==> config.mk <==
export PLATFORM = sky130hd
export DESIGN_NAME = uart_rx_fifo
export DESIGN_NICKNAME = d
export VERILOG_FILES = /design/src/rtl/uart_pkg.sv /design/src/rtl/uart_fifo_mem.sv /design/src/rtl/uart_rx_fifo.sv
export SDC_FILE = /design/constraint.sdc
export NUM_CORES = 1
export LEC_CHECK = 0
export CORE_MARGIN = 2
export CORE_UTILIZATION = 52
export CTS_BUF_LIST = sky130_fd_sc_hd__clkbuf_4
export DETAILED_ROUTE_END_ITERATION = 16
export PLACE_DENSITY = 0.7
export SYNTH_ARGS = -nofsm -noshare
export SYNTH_HDL_FRONTEND = slang
export SYNTH_HIERARCHICAL = 1
export SYNTH_SLANG_ARGS = --single-unit
==> constraint.sdc <==
create_clock -name clock -period 3.1 [get_ports clock]
set_input_delay 0.62 -clock clock [delete_from_list [all_inputs] [get_ports clock]]
set_output_delay 0.62 -clock clock [all_outputs]
set_load 0.02 [all_outputs]
==> src/rtl/uart_pkg.sv <==
// Shared constants and helpers for the UART receive-side buffer.
package uart_pkg;

  localparam int UART_WIDTH = 8;

  function automatic int unsigned ptr_inc(input int unsigned ptr, input int unsigned depth);
    return (ptr + 1) % depth;
  endfunction

endpackage

==> src/rtl/uart_fifo_mem.sv <==
// WIDTH x DEPTH register array: synchronous write, combinational read, no reset.
module uart_fifo_mem #(
  parameter int WIDTH = 8,
  parameter int DEPTH = 16,
  parameter int AW    = $clog2(DEPTH)
) (
  input  logic             clock,
  input  logic             we,
  input  logic [AW-1:0]    waddr,
  input  logic [WIDTH-1:0] wdata,
  input  logic [AW-1:0]    raddr,
  output logic [WIDTH-1:0] rdata
);

  logic [WIDTH-1:0] mem [DEPTH];

  always_ff @(posedge clock) begin
    if (we) mem[waddr] <= wdata;
  end

  assign rdata = mem[raddr];

endmodule

==> src/rtl/uart_rx_fifo.sv <==
// Buffers words from the UART receiver and hands them to a valid/ready consumer.
// Back-pressures the receiver through rx_can_receive; drops while full set a sticky overflow.
module uart_rx_fifo
  import uart_pkg::*;
#(
  parameter int WIDTH       = UART_WIDTH,
  parameter int DEPTH       = 16,
  parameter int AFULL_LEVEL = 12
) (
  input  logic                     clock,
  input  logic                     resetn,
  input  logic                     rx_ready,
  input  logic [WIDTH-1:0]         rx_data,
  output logic                     rx_can_receive,
  output logic                     out_valid,
  output logic [WIDTH-1:0]         out_data,
  input  logic                     out_ready,
  output logic [$clog2(DEPTH):0]   count,
  output logic                     empty,
  output logic                     full,
  output logic                     almost_full,
  output logic                     overflow,
  input  logic                     clear_overflow
);

  localparam int PW = $clog2(DEPTH);
  localparam int CW = PW + 1;
  typedef logic [CW-1:0] count_t;

  logic [PW-1:0] wr_ptr, rd_ptr;
  count_t        occ;
  logic          push, pop, drop;

  assign empty          = (occ == '0);
  assign full           = (occ == count_t'(DEPTH));
  assign almost_full    = (occ >= count_t'(AFULL_LEVEL));
  assign count          = occ;
  assign out_valid      = !empty;
  assign rx_can_receive = !full;

  // A pop frees the head slot in the same edge, so a full buffer can still accept.
  assign pop  = out_valid && out_ready;
  assign push = rx_ready && (!full || pop);
  assign drop = rx_ready && full && !pop;

  uart_fifo_mem #(.WIDTH(WIDTH), .DEPTH(DEPTH)) u_mem (
    .clock (clock),
    .we    (push),
    .waddr (wr_ptr),
    .wdata (rx_data),
    .raddr (rd_ptr),
    .rdata (out_data)
  );

  always_ff @(posedge clock or negedge resetn) begin
    if (!resetn) begin
      wr_ptr   <= '0;
      rd_ptr   <= '0;
      occ      <= '0;
      overflow <= 1'b0;
    end else begin
      if (push) wr_ptr <= PW'(ptr_inc(32'(wr_ptr), 32'(DEPTH)));
      if (pop)  rd_ptr <= PW'(ptr_inc(32'(rd_ptr), 32'(DEPTH)));
      if (push && !pop)      occ <= occ + count_t'(1);
      else if (pop && !push) occ <= occ - count_t'(1);
      if (drop)                overflow <= 1'b1;
      else if (clear_overflow) overflow <= 1'b0;
    end
  end

endmodule

Yosys cells after proc, flatten, opt, wreduce, memory -nomap -nowiden
Memory sizes are Yosys's and may differ from the RTL's.
Cells that the tools add are included.

operators by class
  $add $sub $neg = 4
  magnitude comparators = 1
  reduce and logical (&&, ||, !) cells = 14
  muxes and demuxes = 6
  multipliers = 0
  shift-type cells = 0
  bitwise gates (word level) = 0
  div/mod/pow operators = 0
  equality and inequality tests = 1

operator list
  cell                 number
  $mux 5               2
  $add 4x1->4 const B  2
  $logic_and 1x1->1    6
  $add 5x1->5 const B  1
  $eq 5x5->1 const B   1
  $ge 5x4->1 const B   1
  $logic_not 5->1      1
  $sub 5x1->5 const B  1
  $logic_not 1->1      4
  $mux 1               4
  $reduce_bool 2->1    2
  $logic_or 1x1->1     1

word-level totals
  word-level logic and storage cells = 31
  bits of input ports = 13
  bits in read-only memories = 0
  register bits = 14
  bits in latches = 0
  RAM bits = 128
  memories kept = 1
  output and inout port bits = 19

memory list
  name       depth  bits a word  rd ports  clocked after Yosys merged registers in  write ports  RTL line             RTL
  u_mem.mem  16     8            1         0                                        1            uart_fifo_mem.sv:15  logic [WIDTH-1:0] mem [DEPTH];

Logic depth before layout (Yosys ltp)
  word-level depth = 9
  depth in mapped cells = 9
  gate-level depth less buffers = 9

Modules after synthesis
The synthesis kept the hierarchy.

modules (own cells, without submodules)
  module         times used  sequential area each (µm²)  area each (µm²)  cells each
  uart_fifo_mem  1           3,843.7                     4,987.3          221
  uart_rx_fifo   1           350.3                       808.3            73

Worst setup path after synthesis
Ideal clock, no wire load.

  path type = flip-flop to flip-flop
  start point = reg occ[0], in the netlist count[0]
  end point = reg occ[4], in the netlist count[4]
  cell stages (with the launch flop) = 9
  required time = 2.946 ns
  buffers on the path = 0
  library setup time = 0.154 ns
  clock period less this slack = 2.599 ns
  setup slack = 0.501 ns
  arrival = 2.444 ns
  path through = dfrtp_1 -> nor4_4 -> a21o_2 -> ha_1 -> inv_1 -> ha_1 -> or3_1 -> o311ai_0 -> o311ai_0

on the way
  cells in the longest elaborated chain, start to end = 8
  elaborated cells on any way between the ends = 16
  those cells by class = add/sub (2); eq/ne (1); mux (2); reduce/logical (11)

RTL lines
  element                                                              RTL line            RTL
  from (decl)                                                          uart_rx_fifo.sv:31  count_t occ;
  from (signal assigned)                                               uart_rx_fifo.sv:64  if (push && !pop) occ <= occ + count_t'(1);
  from (signal assigned)                                               uart_rx_fifo.sv:65  else if (pop && !push) occ <= occ - count_t'(1);
  parallel branches: the longest is 8 deep, another holds $sub 5x1->5  -

Several ways; the timed one is not identified. The select of a mux whose other input is x is not followed.
A chain may end at the register's enable or synchronous reset.

Final worst setup path
  start point = reg rd_ptr[0]
  end point = out out_data[4]

on the way
  cells in the longest elaborated chain, start to end = 1

RTL lines
  element                 RTL line            RTL
  from (decl)             uart_rx_fifo.sv:30  logic [PW-1:0] wr_ptr, rd_ptr;
  from (signal assigned)  uart_rx_fifo.sv:63  if (pop) rd_ptr <= PW'(ptr_inc(32'(rd_ptr), 32'(DEPTH)));
  $mem_v2 16x8            -
  to (decl)               uart_rx_fifo.sv:16  output logic [WIDTH-1:0] out_data,

No other way between the ends.

==> impl_metrics.tcl <==
set metrics [dict create \
    hold_buffers 0 \
    setup_viol 0 \
    ant_nets 0 \
    synth-main-ff-cell "edfxtp_1" \
    hp-class "input port to async pin" \
    vias 2965 \
    wire_per_inst_um 20.7 \
    clk_pin_slew_ns 0.12 \
    p_sw_w 0.00204 \
    max_slew.worst_pin.slew_ns 0.650 \
    clkLatencyLatePin_ns 0.52 \
    syn_area_per_cell_um2 19.7 \
    power_frac_seq_pct 42.1 \
    ys_seq_elements 142 \
    antenna_found_initial 1 \
    io_pins 32 \
    nFillCells 779 \
    period_needed_ns 2.99 \
    arrival_ns 2.37 \
    rsz0062_at_grt "false" \
    cp.required_ns 2.48 \
    synth_edf_count 128 \
    rows 38 \
    syn_area_um2 5800 \
    cts_made_buffers 17 \
    max_slew_margin_pct 56.5 \
    grt_pass1_wl_um 17000 \
    maxCapViolations 0 \
    finalClockSkew_ns 0.0144 \
    endpoint_kind "output port" \
    comb_power_share_pct 37.6 \
    routed_wl_um 10700 \
    hpwl_um 7050 \
    p_int_w 0.00400 \
    cp_max_fo 12 \
    yosysSeqAreaShare_pct 72.4 \
    drc_errors 0 \
    timing.hold.ws_ns 0.482 \
    power.leakage_nw 2.34 \
    groute.usage.overall_pct 20.1 \
    outcome "finished clean" \
    instances_no_fill 516 \
    htreeDepth 4 \
    syn_inst 294 \
    clockRootBuffer "clkbuf_4" \
    numPortBuffers 31 \
    clock_sinks 142 \
    cts_buffer_depth 2 \
    async_reset_ff_share_pct 9.86 \
    ir_worst_vdd_uv 517 \
    via_per_inst 5.75 \
    hold_viol_final 0 \
    netSwitchingFraction_pct 33.7 \
    worst-setup-path-type "flop to output port" \
    fp.coreArea_um2 10800 \
    mostFrequentLayoutCells "edfxtp_1 (128), buf_4 (26), clkdlybuf4s50_1 (23)" \
    die_area_um2 12000 \
    yosysWarnings 6 \
    fmax_mhz 335 \
    drt_iter0_drc 161 \
    period_share_pct 96.4 \
    powerDensity_nw_per_um2 896 \
    drive_gt1_share_pct 25.3 \
    clkPwrFrac_pct 20.3 \
    first_pass_iters 5 \
    grt_start_max_net_pins 26 \
    cts_tree "built" \
    seqCellArea_um2 4200 \
    nets 382 \
    syn_to_final_growth_pct 16.2 \
    grt_pass1_vias 3083 \
    ys_types 40 \
    start_util_pct 53.5 \
    synthesis.nets 314 \
    drv_slew 0 \
    place_congestion 0.787 \
    dp.cells 478 \
    utilization_pct 62.1 \
    startpoint_type "flop" \
    fp.dieW_um 110 \
    layout_commonest_cell "edfxtp_1" \
    fp.dieH_um 110 \
    multi_input_area_um2 1490 \
    grt_overflow 0 \
]
==> logic make-up after synthesis <==
family	count (synthesis)	synth area share [%]
buf+inv	21	2.22
flops	142	72.4
compound gates	29	4.04
fa+ha+maj	7	1.64
xor+xnor	9	1.36
mux	35	14.0
simple gates	51	4.40
==> sequential cells by signal, indices dropped and copies added, names as in the netlist <==
name and cells:
count 5, overflow 1, rd_ptr 4, u_mem/mem 128, wr_ptr 4
==> critical path: stages (launching register included) <==
cell	delay, ns
dfrtp_2	0.40
buf_12	0.16
buf_4	0.12
mux4_2	0.50
a22oi_1	0.21
nand2_1	0.12
dlygate4sd2_1	0.34
==> through the flow <==
step	TNS [ns]	total power [W]	area [µm²]	setup slack, ns
6_report	0	0.00604	6740	0.111
5_1_grt	0	0.00637	6740	0.00771
4_1_cts	0	0.00610	6750	0.00727
3_5_place_dp	-0.0201	0.00488	6400	-0.0201
3_3_place_gp	0	0.00483	6400	0.136
2_1_floorplan	0	0.00404	5800	0.501
==> layer usage <==
metal / routed length [µm] / GRT usage [%]
met4: 126 / 6.78
met2: 5300 / 31.7
met1: 4670 / 27.7
met3: 562 / 5.16
met5: 0 / 0
==> synth_stat cells, drive strengths merged, types with 5 or more instances <==
| cell type | count | area, µm² |
|---|---|---|
| a22oi | 16 | 120 |
| buf | 8 | 61.3 |
| dfrtp | 14 | 350 |
| edfxtp | 128 | 3840 |
| ha | 6 | 75.1 |
| inv | 10 | 37.5 |
| mux4 | 32 | 773 |
| nand2 | 16 | 60.1 |
| nor2 | 14 | 52.6 |
| xnor2 | 5 | 43.8 |
==> power by group through the flow <==
stage               combinational (W)  sequential, W  clock (W)
finish                        0.00227        0.00254    0.00122
global route                  0.00247        0.00258    0.00133
global placement              0.00225        0.00258          0
detailed placement            0.00228        0.00260          0
floorplan                     0.00145        0.00259          0
CTS                           0.00230        0.00255    0.00125
==> timing repair <==
item / 4_1_cts / 5_1_grt
resized for setup: 11 / 14
setup buffers: 6 / 0
endpoints found under the setup margin: 8 / 8
pin swaps: 0 / 0
gates cloned: 0 / 0
==> final cells by class <==
cell class                 count  share of cell area [%]
antenna                        1                  0.0371
clock buffer                  18                    2.01
clock inverter                14                    2.49
inverter                      10                   0.557
multi-input combinational    131                    22.1
sequential                   142                    62.3
tap                          140                    2.60
timing repair buffer          60                    7.91
==> worst paths after layout <==
check | cells after the start | slack [ns] | from | to
min | 1 | 0.48 | resetn | wr_ptr[0]
min in group clock | 2 | 0.54 | overflow | overflow
max reg2reg | 8 | 0.20 | count[0] | count[4]
max | 6 | 0.11 | rd_ptr[0] | out_data[4]
max in group asynchronous | 1 | 2.15 | resetn | rd_ptr[0]
min reg2reg | 2 | 0.54 | overflow | overflow
Power figures use the tool's default switching activity.
